### src/rtl/ramverify32.sv
// Post-load RAM verifier: re-reads ROM and RAM after boot load, compares each
// word, accumulates a RAM checksum and error stats, and gates the CPU reset.
module ramverify32 #(
    parameter int unsigned ADDR_W  = 14,
    parameter int unsigned N_WORDS = 4096,
    parameter int unsigned RD_LAT  = 1
) (
    input  logic              clk_load,
    input  logic              reset,
    input  logic              load_done,
    output logic [ADDR_W-1:0] addr_rom,
    input  logic [31:0]       data_out_rom,
    output logic [31:0]       addr_ram,
    input  logic [31:0]       data_out_ram,
    output logic              verify_busy,
    output logic              verify_done,
    output logic              verify_ok,
    output logic [15:0]       err_count,
    output logic [31:0]       first_err_addr,
    output logic [31:0]       checksum,
    output logic              cpu_reset
);

    typedef enum logic [1:0] {
        S_IDLE,
        S_ISSUE,
        S_DRAIN,
        S_DONE
    } state_t;

    // One extra counter bit so N_WORDS = 2**ADDR_W terminates without wrapping.
    localparam logic [ADDR_W:0] LAST_WORD = (ADDR_W+1)'(N_WORDS - 1);
    localparam logic [ADDR_W:0] ONE_WORD  = (ADDR_W+1)'(1);

    state_t            state_q, state_d;
    logic [ADDR_W:0]   word_q, word_d;
    logic [RD_LAT-1:0] pipe_vld_q, pipe_vld_d;
    logic [ADDR_W-1:0] pipe_tag_q [RD_LAT];
    logic [ADDR_W-1:0] pipe_tag_d [RD_LAT];
    logic [15:0]       err_q, err_d;
    logic [31:0]       first_q, first_d;
    logic [31:0]       sum_q, sum_d;

    function automatic logic [31:0] byte_addr(input logic [ADDR_W-1:0] w);
        logic [31:0] t;
        t = 32'(w);
        return {t[29:0], 2'b00};
    endfunction

    always_comb begin
        state_d = state_q;
        word_d  = word_q;
        err_d   = err_q;
        first_d = first_q;
        sum_d   = sum_q;

        // Token pipe shifts every cycle; stage 0 is loaded only in ISSUE.
        pipe_vld_d    = '0;
        pipe_tag_d[0] = word_q[ADDR_W-1:0];
        for (int unsigned k = 1; k < RD_LAT; k++) begin
            pipe_vld_d[k] = pipe_vld_q[k-1];
            pipe_tag_d[k] = pipe_tag_q[k-1];
        end

        if (pipe_vld_q[RD_LAT-1]) begin
            if (data_out_rom != data_out_ram) begin
                if (err_q != '1) begin
                    err_d = err_q + 16'd1;
                end
                if (err_q == '0) begin
                    first_d = byte_addr(pipe_tag_q[RD_LAT-1]);
                end
            end
            sum_d = sum_q + data_out_ram;
        end

        case (state_q)
            S_IDLE: begin
                if (load_done) begin
                    err_d      = '0;
                    first_d    = '0;
                    sum_d      = '0;
                    word_d     = '0;
                    pipe_vld_d = '0;
                    state_d    = S_ISSUE;
                end
            end
            default: begin
                if (!load_done) begin
                    err_d      = '0;
                    first_d    = '0;
                    sum_d      = '0;
                    word_d     = '0;
                    pipe_vld_d = '0;
                    state_d    = S_IDLE;
                end else if (state_q == S_ISSUE) begin
                    pipe_vld_d[0] = 1'b1;
                    if (word_q == LAST_WORD) begin
                        state_d = S_DRAIN;
                    end else begin
                        word_d = word_q + ONE_WORD;
                    end
                end else if (state_q == S_DRAIN) begin
                    if (pipe_vld_q == '0) begin
                        state_d = S_DONE;
                    end
                end
            end
        endcase
    end

    always_ff @(posedge clk_load or posedge reset) begin
        if (reset) begin
            state_q    <= S_IDLE;
            word_q     <= '0;
            pipe_vld_q <= '0;
            for (int unsigned k = 0; k < RD_LAT; k++) begin
                pipe_tag_q[k] <= '0;
            end
            err_q      <= '0;
            first_q    <= '0;
            sum_q      <= '0;
        end else begin
            state_q    <= state_d;
            word_q     <= word_d;
            pipe_vld_q <= pipe_vld_d;
            for (int unsigned k = 0; k < RD_LAT; k++) begin
                pipe_tag_q[k] <= pipe_tag_d[k];
            end
            err_q      <= err_d;
            first_q    <= first_d;
            sum_q      <= sum_d;
        end
    end

    always_comb begin
        addr_rom       = word_q[ADDR_W-1:0];
        addr_ram       = byte_addr(word_q[ADDR_W-1:0]);
        verify_busy    = (state_q == S_ISSUE) || (state_q == S_DRAIN);
        verify_done    = (state_q == S_DONE);
        verify_ok      = (state_q == S_DONE) && (err_q == '0);
        cpu_reset      = !verify_ok;
        err_count      = err_q;
        first_err_addr = first_q;
        checksum       = sum_q;
    end

endmodule

### config.mk
export PLATFORM = sky130hd
export DESIGN_NAME = ramverify32
export DESIGN_NICKNAME = d
export VERILOG_FILES = /design/src/rtl/ramverify32.sv
export SDC_FILE = /design/constraint.sdc
export NUM_CORES = 1
export LEC_CHECK = 0
export ABC_AREA = 1
export BUFFER_PORTS_ARGS = -buffer_cell sky130_fd_sc_hd__clkbuf_2
export CAP_MARGIN = 20
export CELL_PAD_IN_SITES_DETAIL_PLACEMENT = 0
export CELL_PAD_IN_SITES_GLOBAL_PLACEMENT = 1
export CORE_ASPECT_RATIO = 0.7
export CORE_MARGIN = 1
export CORE_UTILIZATION = 35
export DETAILED_ROUTE_END_ITERATION = 8
export HOLD_SLACK_MARGIN = 0.08
export PLACE_DENSITY = 0.8
export SYNTH_ARGS = -nofsm -noshare
export SYNTH_HDL_FRONTEND = slang
export SYNTH_SLANG_ARGS = --single-unit
### constraint.sdc
create_clock -name clk_load -period 2.7 [get_ports clk_load]
set_input_delay 0 -clock clk_load [delete_from_list [all_inputs] [get_ports clk_load]]
set_output_delay 0 -clock clk_load [all_outputs]
set_load 0.02 [all_outputs]
## Word-level counts from Yosys, hierarchy flattened

Index checks and enable logic that the tools add are counted.

| word-level totals | value |
|---|---|
| input bits | 67 |
| bits in registers | 112 |
| output and inout port bits | 130 |

| operators by class | value |
|---|---|
| add/sub/neg operators | 3 |
| equality and inequality tests | 12 |
| multiplexer cells | 31 |
| reduce and logical (&&, ||, !) cells | 7 |

Operator list:

| cell | number |
|---|---|
| $mux W32 | 10 |
| $mux W16 | 6 |
| $mux W15 | 5 |
| $add A32 B32 Y32 | 1 |
| $ne A32 B32 Y1 | 1 |
| $add A16 B1 Y16 const B | 1 |
| $logic_not A16 Y1 | 1 |
| $ne A16 B16 Y1 const B | 1 |
| $add A15 B1 Y15 const B | 1 |
| $eq A15 B12 Y1 const B | 1 |
| $mux W2 | 7 |
| $ne A4 B2 Y1 const B | 2 |
| $eq A2 B2 Y1 const B | 2 |
| $ne A4 B1 Y1 const B | 1 |
| $reduce_and A4 Y1 | 1 |
| $mux W1 | 3 |
| $ne A3 B1 Y1 const B | 1 |
| $ne A3 B2 Y1 const B | 1 |
| $reduce_and A3 Y1 | 1 |
| $eq A2 B1 Y1 const B | 1 |
| $logic_not A2 Y1 | 1 |
| $ne A2 B2 Y1 const B | 1 |
| $logic_and A1 B1 Y1 | 1 |
| $logic_not A1 Y1 | 1 |
| $logic_or A1 B1 Y1 | 1 |

## Depth between registers and ports, before layout

Gate-level depths: netlist of the first run.

| logic depth | value |
|---|---|
| depth after elaboration | 6 |
| gate-level depth with buffers | 16 |
| gate-level depth less buffers | 16 |

## Worst setup path before layout of the first run

No wires, ideal clock.

| timing path | value |
|---|---|
| path type | register to register |
| from | reg sum_q[0], in the netlist checksum[0] |
| to | reg sum_q[28], in the netlist checksum[28] |
| data required time | 2579 ps |
| slack | 693 ps |
| path buffers | 0 |
| stages on the path, launching flop included | 16 |
| data arrival time | 1886 ps |
| period minus slack after synthesis | 2007 ps |
| cell sequence | dfrtp_1 -> ha_1 -> inv_1 -> fa_1 -> inv_1 -> nand3_1 -> nand3_1 -> nand2_1 -> nand2_1 -> nand2_1 -> nand2_1 -> nand2_1 -> nand3_1 -> nand2_1 -> nor2_1 -> nor2_1 |

| on the way | value |
|---|---|
| cells in the longest elaborated chain, start to end | 4 |

RTL lines:

| item | line | RTL |
|---|---|---|
| from (decl) | 42 | `logic [31:0] sum_q, sum_d;` |
| from (signal assigned) | 132 | `sum_q <= sum_d;` |
| $add A32 B32 Y32 (*) | 74 | `sum_d = sum_q + data_out_ram;` |
| $mux W32 (*) | 65 | `if (pipe_vld_q[RD_LAT-1]) begin` |
| $mux W32 (on tied branches) | 89, 79 |  |
| $mux W32 (*) | 77 | `case (state_q)` |
| via sum_d[28] | 42 |  |

Mark *: on every way through the listed nets, which the timed path passes. The rest lies on a longest branch.
A chain may end at the register's enable or synchronous reset.

## Worst setup path in the final report of the first run

| timing path | value |
|---|---|
| from | reg err_q[0], in the netlist err_count[0] |
| to | reg first_q[9], in the netlist first_err_addr[9] |

| on the way | value |
|---|---|
| cells in the longest elaborated chain, start to end | 6 |

RTL lines:

| item | line | RTL |
|---|---|---|
| from (decl) | 40 | `logic [15:0] err_q, err_d;` |
| from (signal assigned) | 130 | `err_q <= err_d;` |
| $logic_not A16 Y1 (*) | 70 | `if (err_q == '0) begin` |
| $mux W32 (*) | 70 |  |
| $mux W32 (*) | 66 | `if (data_out_rom != data_out_ram) begin` |
| $mux W32 (*) | 65 |  |
| $mux W32 (on tied branches) | 89, 79 |  |
| $mux W32 (*) | 77 |  |
| via first_d[9] | 41 | `logic [31:0] first_q, first_d;` |
| to (signal assigned) | 131 | `first_q <= first_d;` |
| to (decl) | 41 |  |

Marked as above.

==> results of run 1 <==
flip-flops by register name, summed over array words and instances (netlist names):
signal / count
checksum: 32
first_err_addr: 32
err_count: 16
word_q: 15
pipe_tag_q: 14
state_q: 2
pipe_vld_q: 1
worst reg2reg max path, delay by kind of cell, from the launching register on:
kind | cells | cell delay, ps
buf+inv | 1 | 140
flops | 1 | 450
fa+ha+maj | 1 | 180
simple gates | 5 | 1550
layout by cell type, fill, tap and decap left out, drive strengths merged:
cell	count
nor3b	1
conb	18
xnor2	19
nand3b	1
and2	3
inv	222
nand3	96
or2	4
a211oi	1
o211ai	7
dfrtp	112
clkinvlp	3
nor2	169
buf	7
o21a	1
a31oi	1
o21bai	5
xor2	16
nor3	20
o21ai	40
nand2	374
fa	1
nor4	2
nand4	22
dlygate4sd3	2
ha	38
clkinv	2
o2111ai	1
clkbuf	188
a21oi	48
cells by family (layout without fill, tap and decap cells):
logic type | count (synthesis) | after routing
compound gates | 104 | 104
xor+xnor | 35 | 35
fa+ha+maj | 39 | 39
buf+inv | 290 | 424
flops | 112 | 112
other cells | 1 | 18
simple gates | 692 | 692
area by class of cell:
class	instances	share of cell area, %
Clock buffer	10	2.46
Sequential cell	112	28.9
Clock inverter	6	0.502
Inverter	221	8.63
Timing Repair Buffer	187	10.3
Multi-Input combinational cell	888	45.1
Tap cell	318	4.10
how the worst max path moves through the flow:
| stage | endpoint | start | slack, ps |
|---|---|---|---|
| after floorplan | checksum[28] | checksum[0] | 690 |
| after global placement | first_err_addr[12] | err_count[0] | 260 |
| after detailed placement | first_err_addr[9] | err_count[0] | 290 |
| after CTS | first_err_addr[2] | err_count[0] | 260 |
| after global routing | first_err_addr[9] | err_count[0] | 70 |
| final | first_err_addr[9] | err_count[0] | 280 |
routing by layer:
layer / up-vias / GRT usage, %
li1: 4159 / -
met1: 3631 / 33.0
met2: 234 / 27.0
met3: 9 / 3.30
met4: 0 / 2.98
met5: - / 0
through the flow:
stage / hold slack, ps / area (µm²)
after floorplan: 167 / 8500
after global placement: 228 / 9410
after detailed placement: 238 / 9410
after CTS: 99.2 / 9710
after global routing: 130 / 9710
final: 102 / 9710
where the power goes:
group,internal (mW),switching [mW]
Combinational,1.59,3.44
Sequential,2.05,0.387
Clock,0.665,0.673
==> impl_results.md, run 1 <==
- N_diodes: 0
- Max_cap viols: 0
- Worst Reg-to-Reg Cells: 7
- Seq/Total Area, Yosys: 33.3%
- Fmax: between 0.4 and 0.5 GHz
- NumNets Final: 1525
- Critical path's most frequent cell: nor2_1
- Slew Limit Fails: 0
- Critical path, cell by cell: inv_1, ha_1, nand4_1, nor4_4, nand3_4, nor2_1, nor2_1
- TritonCTS clock tree: built
- Synth Flop Type: dfrtp_1
- Die span in x: 187 µm
- Met3 routed WL: 1.42 mm
- Drt initial violations: 534
- DIE AREA: 24700 µm²
- Total number of vias: 8033
- Min cycle time layout: 2420 ps
- FFs w/ async S/R, synth: 100%
- Slowest stage delay, CP: 540 ps
- Clk buf depth: 2
- Top sig layer: met4
- Post-synth EDFFs: 0
- Synth Area in Compound Gates: 6.92%
- Rows: between 40 and 50
- CTS buffer count: 9
- Clk_skew: 10.4 ps
- Residual DRC count: 0
- Post-DR vias/cell: 4.61
- Post-Layout Cell Count: ~1.7k
- WHS Path Cells: 4
- Seq cells post-synth: 112
- Final Setup Violations: 0
- DRT antenna net count: 0
- Status: finished clean
- Crit-path slowest cell: nor4_4
- Htree depth: 3
- Actual slew at the worst max-slew pin: 660 ps
- Post-synth top area share: 33.3%
- Initial Util: 35.7%
- Post-synthesis xor/xnor area fraction: 3.64%
- Post-cts resize count: 0
- Number of setup buffers added after CTS: 0
- Share of layout cells above drive strength 1: 16.5%
- DP HPWL: 18.9 mm
- Final core utilization: 41.1%
- Die Ht: 132 µm
- Critical Path Stages: 7
- Core Region: 23600 µm²
- Hold wc startpoint: data_out_ram[1]
- First-pass GRT wire length: 39.6 mm
- Fin crit share: 89.7%
- Critical path arrival: 2660 ps
- Worst R2R Setup Slack: 280 ps
- Fillers: 2584
- Dpl ws: roughly 290 ps
- Vias in the first global route: 7207
- Reg-to-Reg End: first_err_addr[9]
- Post-Route WL: 24.6 mm
- Count leader, synth: nand2_1
- Routability cong.: 0.879
- Setup TNS: 0 ps
- Initial antenna violation count: 0
- Clk_lat worst skew: roughly 350 ps
- Final Hold Vio Count: 0
- Overall routing resource usage: 20.0%
- R2r startpoint: err_count[0]
- Top cells by count, synth: nand2_1, inv_1, nor2_1
- CP max FO: 46
- Tightest Hold Check Type: input pin to register
- Adder-cell share of the synthesized area: under 10%
- Hold_buf cts: 2
- Crit end category: register
- Multi-input logic area: 4390 µm²
- Rel. slew slack: between 50 and 60%
- P&R area growth vs syn: 15.3%
- Synthesized area: 8430 µm²
- IO Count: 197
- Synth Area in Simple Gates: 34.8%
- Routed length per instance: 14.1 µm
- # port buffers: 178
- WHS Endpoint: checksum[1]
- Inst Count DP: 1724
- Gate count of the mapped netlist: ~1.3k
- Final worst slack: 277 ps
- Largest family of logic cells by synthesized area: simple AND/OR/NAND/NOR gates
- Clk sink count: 112
- Clock transition at path regs: roughly 80 ps
- Total grt overflow: 0
- Cell variety after synth: between 40 and 50
- Peak VDD IR: 0.369 mV
- Startpoint class of the critical path: register
- Pwr/cell area: 906 nW/µm²
- Met2 WL post-DR: approximately 9.5 mm
- RSZ-0062 raised after global routing: no
- Syn_area_per_cell: 6.62 µm²
- WP buf/inv: 1
- Initial DRT Pass Iterations: 6
- Register area: 2800 µm²
- Total Power: about 8.8 mW
- Warnings from Yosys: 0
- CP Data Required Time: 2940 ps
- Met1 WL: around 14 mm
- Synth top area cells: dfrtp_1, nand2_1, inv_1, nor2_1, ha_1
- Largest net degree at the start of global routing: between 100 and 150
- Root Driver: clkbuf_16
- Multiplexer area fraction after synthesis: 0%
- Crit path kind: register to register
- Crit-path leading delay family: simple AND/OR/NAND/NOR gates
- Leakage: 5.79 nW
- Cell accounting for the most synthesized area: dfrtp_1
(Power assumes the default switching activity.)
==> run 2, diff against run 1 <==
==> config.mk (replaced) <==
export PLATFORM = sky130hd
export DESIGN_NAME = ramverify32
export DESIGN_NICKNAME = d
export VERILOG_FILES = /design/src/rtl/ramverify32.sv
export SDC_FILE = /design/constraint.sdc
export NUM_CORES = 1
export LEC_CHECK = 0
export BUFFER_PORTS_ARGS = -buffer_cell sky130_fd_sc_hd__clkbuf_2
export CAP_MARGIN = 20
export CELL_PAD_IN_SITES_DETAIL_PLACEMENT = 0
export CELL_PAD_IN_SITES_GLOBAL_PLACEMENT = 1
export CORE_ASPECT_RATIO = 0.7
export CORE_MARGIN = 1
export CORE_UTILIZATION = 36
export DETAILED_ROUTE_END_ITERATION = 8
export HOLD_SLACK_MARGIN = 0.08
export PLACE_DENSITY = 0.79
export SYNTH_ARGS = -nofsm -noshare
export SYNTH_HDL_FRONTEND = slang
export SYNTH_SLANG_ARGS = --single-unit
==> impl_results.md, run 2 <==
- Dpl ws: -29.2 ps (-324 ps)
- Final core utilization: 44.7% (+3.6 points)
- CTS buffer count: 9 (unchanged)
- Total grt overflow: 0 (unchanged)
- Cell variety after synth: 60 (+33%)
- Overall routing resource usage: 20.5% (+0.47 points)
- Clk buf depth: 2 (unchanged)
- Top cells by count, synth: dfrtp_1, nor2_1, xor2_1
- WHS Path Cells: 4 (unchanged)
- Seq/Total Area, Yosys: 39.9% (+6.6 points)
- Met2 usage: 26.0% (-0.94 points)
- Share of layout cells above drive strength 1: 27.5% (+11 points)
- Post-Route WL: 20.1 mm (-18%)
- DP HPWL: 15.3 mm (-19%)
- Inst Count DP: 1151 (-33%)
- Worst Reg-to-Reg Cells: 9 (+2)
- Initial antenna violation count: 0 (unchanged)
- Peak VDD IR: 0.283 mV (-23%)
- Drt initial violations: 318 (-40%)
- Status: finished clean
- Clock transition at path regs: 80 ps (about the same)
- Synthesized area: 7030 µm² (-17%)
- Initial Util: 37.0% (+1.3 points)
- Cell accounting for the most synthesized area: dfrtp_1
- Adder-cell share of the synthesized area: 7.05% (+1.2 points)
- Crit path kind: register to register
- Final Hold Vio Count: 0 (unchanged)
- FFs w/ async S/R, synth: 100% (unchanged)
- Hold wc startpoint: data_out_ram[0]
- Count leader, synth: dfrtp_1
- Slew Limit Fails: 0 (unchanged)
- Fin crit share: 95.8% (+6.0 points)
- Final worst slack: 115 ps (-163 ps)
- Leakage: 4.42 nW (-24%)
- Residual DRC count: 0 (unchanged)
- Clk_skew: 12.3 ps (+1.91 ps)
- Post-synthesis xor/xnor area fraction: 10.1% (+6.4 points)
- Pwr/cell area: 666 nW/µm² (-27%)
- Post-Layout Cell Count: 1171 (-33%)
- TritonCTS clock tree: built
- Initial DRT Pass Iterations: 4 (-2)
- Tightest Hold Check Type: input pin to register
- Synth Area in Simple Gates: 17.5% (-17 points)
- Routability cong.: 0.951 (+8.2%)
- Clk_lat worst skew: 360 ps (about the same)
- Most frequent cells in the layout: clkbuf_2, dfrtp_1, nor2_1
- Htree depth: 3 (unchanged)
- Startpoint class of the critical path: register
- Final Setup Violations: 0 (unchanged)
- Reg-to-Reg End: checksum[29]
- Synth top area cells: dfrtp_1, xor2_1, ha_1, mux2i_1, buf_4
- Largest family of logic cells by synthesized area: simple AND/OR/NAND/NOR gates
- Vias in the first global route: 5441 (-25%)
- Multiplexer area fraction after synthesis: 5.28% (+5.3 points)
- Fmax: 0.387 GHz (-6.3%)
- DIE AREA: 20100 µm² (-19%)
- WHS Endpoint: checksum[0]
- Largest net degree at the start of global routing: 113 (unchanged)
- Rel. slew slack: 52.2% (-3.8 points)
- Syn_area_per_cell: 9.56 µm² (+44%)
- CP Data Required Time: 2970 ps (+30 ps)
- Routed length per instance: 17.2 µm (+22%)
- M1 GR Usage: 33.1% (+0.062 points)
- Fillers: 1923 (-26%)
- NumNets Final: 1008 (-34%)
- GR peak layer: met1
- First-pass GRT wire length: 31.6 mm (-20%)
- Die span in x: 169 µm (-9.8%)
- R2r startpoint: checksum[2]
- Worst R2R Setup Slack: 110 ps (-160 ps)
- N_diodes: 0 (unchanged)
- CP max FO: 4 (-91%)
- Rows: 42 (-11%)
- Max_cap viols: 0 (unchanged)
- Gate count of the mapped netlist: 736 (-42%)
- # port buffers: 178 (unchanged)
- Post-DR vias/cell: 5.04 (+9.3%)
- Synth Area in Compound Gates: 12.5% (+5.6 points)
- Total number of vias: 5902 (-27%)
- Warnings from Yosys: 0 (unchanged)
- Post-synth EDFFs: 0 (unchanged)
- Crit end category: register
- Seq cells post-synth: 112 (unchanged)
- Die Ht: 119 µm (-9.8%)
- Post-synth top area share: 39.9% (+6.6 points)
- IO Count: 197 (unchanged)
- Actual slew at the worst max-slew pin: 709 ps (+48.2 ps)
- Critical path arrival: 2850 ps (+190 ps)
- Root Driver: clkbuf_16
- P&R area growth vs syn: 21.0%
- Most common cell after layout, fill and taps aside: clkbuf_2
- Clk sink count: 112 (unchanged)
- Core Region: 19000 µm² (-20%)
- Synth Flop Type: dfrtp_1
- Min cycle time layout: 2590 ps (+163 ps)
- Met3 Usage GRT: 5.82% (+2.5 points)
- DRT antenna net count: 0 (unchanged)
[run 2: cell count changes in the layout (fill, tap and decap cells not counted), sizes merged, moves of 11 or more]
cell,before,now
a21oi,48,35
a211oi,1,12
and3,0,24
nand2,374,27
a21o,0,18
xor2,16,57
mux2i,0,36
inv,222,19
buf,7,29
nand3,96,17
nor2,169,91
[run 2: worst max path at each step]
stage	startpoint	end	slack, ps
2_1_floorplan	checksum[0]	checksum[30]	10
3_3_place_gp	checksum[0]	checksum[30]	30
3_5_place_dp	checksum[0]	checksum[30]	-30
4_1_cts	checksum[6]	checksum[29]	10
5_1_grt	checksum[2]	checksum[29]	-4
6_report	checksum[2]	checksum[29]	110
[run 2: repair_timing]
| item | CTS | global route |
|---|---|---|
| pin swaps | 0 | 7 |
| setup endpoints to repair | 1 | 12 |
| resized for setup | 1 | 21 |
| hold buffers | 2 | 0 |
| buffers inserted | 0 | 2 |
| endpoints found under the hold margin | 113 | 0 |
[run 2: area by class of cell]
cell class | count | area (µm²) | area share, %
multi-input cells | 553 | 3850 | 45.3
flip-flops and latches | 112 | 2800 | 33.0
repair buffers | 209 | 1150 | 13.6
well taps | 264 | 330 | 3.88
clock buffers | 9 | 225 | 2.65
clock inverters | 7 | 76.3 | 0.897
inverters | 17 | 67.6 | 0.794
[run 2: kinds of logic after synthesis]
family	count (synthesis)
and+or+nand+nor	244
AOI/OAI and AO/OA	134
DFF	112
buffers and inverters	88
xor gates and xnor gates	81
adders and majority gates	39
muxes	37
other	1
[run 2: metal layers]
metal,vias to the layer above,share of wire [%],wire length (µm)
met5,-,0,0
met4,0,1.0,208
met3,17,6.7,1360
met2,175,38,7740
met1,2829,54,10800
li1,2881,-,-
[run 2: power by group]
part           switching (mW)  leakage [nW]  internal, mW
sequential              0.128          1.55          1.81
combinational            1.48          2.72         0.881
clock                   0.715         0.147         0.658
[run 2: critical path: stages, from the launching register on]
cell and delay (ps):
dfrtp_1 410, ha_2 400, o211ai_1 120, o21ai_2 200, nand3b_1 130, and4b_1 260, o31ai_4 290, a31oi_1 130
or3_1 350, a31oi_1 190
[run 2: through the flow]
step	area [µm²]	hold slack, ps	total power [mW]	setup TNS [ps]
after floorplan	7100	155	3.55	0
after global placement	8080	230	4.25	0
after detailed placement	8080	226	4.25	-29.2
after CTS	8410	112	5.65	0
after global routing	8510	178	6.04	-4.06
final	8510	158	5.67	0
==> run 3, diff against run 2 <==
--- a/config.mk
+++ b/config.mk
@@ -11,10 +11,11 @@
 export CELL_PAD_IN_SITES_GLOBAL_PLACEMENT = 1
 export CORE_ASPECT_RATIO = 0.7
 export CORE_MARGIN = 1
-export CORE_UTILIZATION = 36
+export CORE_UTILIZATION = 37
+export CTS_BUF_LIST = sky130_fd_sc_hd__clkbuf_4 sky130_fd_sc_hd__clkbuf_8
 export DETAILED_ROUTE_END_ITERATION = 8
 export HOLD_SLACK_MARGIN = 0.08
-export PLACE_DENSITY = 0.79
+export PLACE_DENSITY = 0.81
 export SYNTH_ARGS = -nofsm -noshare
 export SYNTH_HDL_FRONTEND = slang
 export SYNTH_SLANG_ARGS = --single-unit
==> impl_results.md, run 3 (synthesis gave the netlist of run 2 again) <==
- Total grt overflow: 0 (unchanged)
- Htree depth: 3 (unchanged)
- Initial DRT Pass Iterations: 5 (+1)
- Die span in x: 167 µm (-1.3%)
- First-pass GRT wire length: 31.5 mm (-0.35%)
- Initial Util: 38.4% (+1.4 points)
- RSZ-0062 raised after global routing: no
- Final Setup Violations: 0 (unchanged)
- Clk_skew: 10.7 ps (-1.61 ps)
- Slew Limit Fails: 0 (unchanged)
- TritonCTS clock tree: built
- Fmax: 0.388 GHz (+0.33%)
- Critical path, cell by cell: ha_2, inv_1, fa_2, nand2b_4, a211oi_4, nor4b_4, o31ai_2, buf_4, nand4_1, and3_1, o21ai_1, a21oi_1
- Crit path kind: register to register
- Startpoint class of the critical path: register
- DP HPWL: 15.7 mm (+2.7%)
- Clk sink count: 112 (unchanged)
- Rel. slew slack: 51.2% (-0.92 points)
- Clock transition at path regs: 120 ps (+40 ps)
- Status: finished clean
- Actual slew at the worst max-slew pin: 730 ps (+21.3 ps)
- Max_cap viols: 0 (unchanged)
- Crit-path slowest cell: dfrtp_1
- Worst Reg-to-Reg Cells: 12 (+3)
- Top sig layer: met4
- WHS: 152 ps (-5.73 ps)
- Fin crit share: 95.4% (-0.32 points)
- Met1 WL: 10.7 mm (-1.0%)
- Final worst slack: 123 ps (+8.62 ps)
- Slowest stage delay, CP: 380 ps (-30 ps)
- WHS Path Cells: 4 (unchanged)
- Final Hold Vio Count: 0 (unchanged)
- Setup TNS: 0 ps (unchanged)
- # port buffers: 178 (unchanged)
- Share of layout cells above drive strength 1: 27.5% (about the same)
- Overall routing resource usage: 20.8% (+0.32 points)
- DIE AREA: 19600 µm² (-2.7%)
- Root Driver: clkbuf_8
- Tightest Hold Check Type: input pin to register
- Routed length per instance: 17.5 µm (+1.8%)
- Critical path arrival: 2860 ps (about the same)
- Routability cong.: 0.900 (-5.4%)
- CTS buffer count: 9 (unchanged)
- R2r startpoint: checksum[0]
- CP max FO: 6 (+2)
- IO Count: 197 (unchanged)
- Rows: 41 (-2.4%)
- Post-DR vias/cell: 5.17 (+2.7%)
- Met3 routed WL: 1.41 mm (+4.1%)
- WP buf/inv: 2 (+2)
- Largest net degree at the start of global routing: 47 (-58%)
- Peak VDD IR: 0.284 mV (about the same)
- Core Region: 18300 µm² (-3.7%)
- Total Power: 5.37 mW (-5.3%)
- Crit-path leading delay family: compound AO/OA/AOI/OAI gates
- N_diodes: 0 (unchanged)
- Post-Route WL: 20.1 mm (-0.38%)
- Crit end category: register
- Min cycle time layout: 2580 ps (-8.62 ps)
- Fillers: 1793 (-6.8%)
- Initial antenna violation count: 0 (unchanged)
- Hold wc startpoint: data_out_ram[0]
- Leakage: 4.40 nW (-0.44%)
- Reg-to-Reg End: checksum[30]
- Pwr/cell area: 638 nW/µm² (-4.2%)
- Clk_lat worst skew: 400 ps (+40 ps)
- Total number of vias: 5930 (+0.47%)
- Met2 WL post-DR: 7.77 mm (+0.31%)
- Multi-input logic area: 3850 µm² (about the same)
- P&R area growth vs syn: 19.5%
- Drt initial violations: 483 (+52%)
- NumNets Final: 1011 (+0.30%)
- Register area: 2800 µm² (unchanged)
- Worst R2R Setup Slack: 120 ps (about the same)
- Most frequent cells in the layout: clkbuf_2, dfrtp_1, nor2_1
- Vias in the first global route: 5470 (+0.53%)
- Die Ht: 117 µm (-1.3%)
- Dpl ws: -9.69 ps (+19.6 ps)
- Clk buf depth: 2 (unchanged)
- Most common cell after layout, fill and taps aside: clkbuf_2
- CP Data Required Time: 2980 ps (about the same)
- DRT antenna net count: 0 (unchanged)
- WHS Endpoint: checksum[0]
- Residual DRC count: 0 (unchanged)
run 3: cell count changes in the layout (fill, tap and decap cells not counted), sizes merged:
cell | before | now
buf | 29 | 32
clkinv | 4 | 1
inv | 19 | 22
run 3: where the power goes:
group / leakage [nW] / internal [mW] / switching, mW
clock network: 0.105 / 0.377 / 0.683
registers: 1.55 / 1.81 / 0.131
logic: 2.74 / 0.893 / 1.48
total: 4.40 / 3.08 / 2.29
run 3: metrics by stage:
stage               cell area, µm²  utilization (%)  std cells
floorplan                     7100                -        753
global placement              8070             44.1       1125
detailed placement            8070             44.1       1125
CTS                           8310             45.4       1143
global route                  8410             45.9       1146
finish                        8410             45.9       1146
run 3: final cells by class:
class | instances | area share [%]
Multi-Input combinational cell | 553 | 45.8
Sequential cell | 112 | 33.4
Timing Repair Buffer | 212 | 14.1
Tap cell | 236 | 3.51
Clock buffer | 9 | 1.47
Clock inverter | 7 | 0.938
Inverter | 17 | 0.804
run 3: worst max path at each step:
| stage | start | endpoint | slack (ps) | cells past startpoint |
|---|---|---|---|---|
| 4_1_cts | checksum[6] | checksum[29] | 20 | 9 |
| 3_5_place_dp | checksum[0] | checksum[30] | -10 | 12 |
| 3_3_place_gp | checksum[0] | checksum[30] | 50 | 12 |
| 2_1_floorplan | checksum[0] | checksum[30] | 10 | 11 |
| 6_report | checksum[0] | checksum[30] | 120 | 12 |
| 5_1_grt | checksum[3] | checksum[31] | 0.7 | 10 |
run 3: layer usage:
| metal | vias up | global-route usage [%] |
|---|---|---|
| met5 | - | 0 |
| met4 | 0 | 3.76 |
| met3 | 14 | 5.47 |
| met2 | 192 | 26.6 |
| met1 | 2839 | 34.0 |
| li1 | 2885 | - |
run 3: timing repair:
action	in CTS	in global routing
pin swaps	0	7
hold buffers	2	0
endpoints found under the hold margin	29	0
resized for setup	2	18
setup buffers	0	3
endpoints found under the setup margin	3	9
run 3: worst register-to-register path, cell delays in order (launching register included):
cell	delay (ps)
dfrtp_1	380
ha_2	200
inv_1	60
fa_2	360
nand2b_4	170
a211oi_4	300
nor4b_4	80
o31ai_2	190
buf_4	190
nand4_1	110
and3_1	220
o21ai_1	120
a21oi_1	80
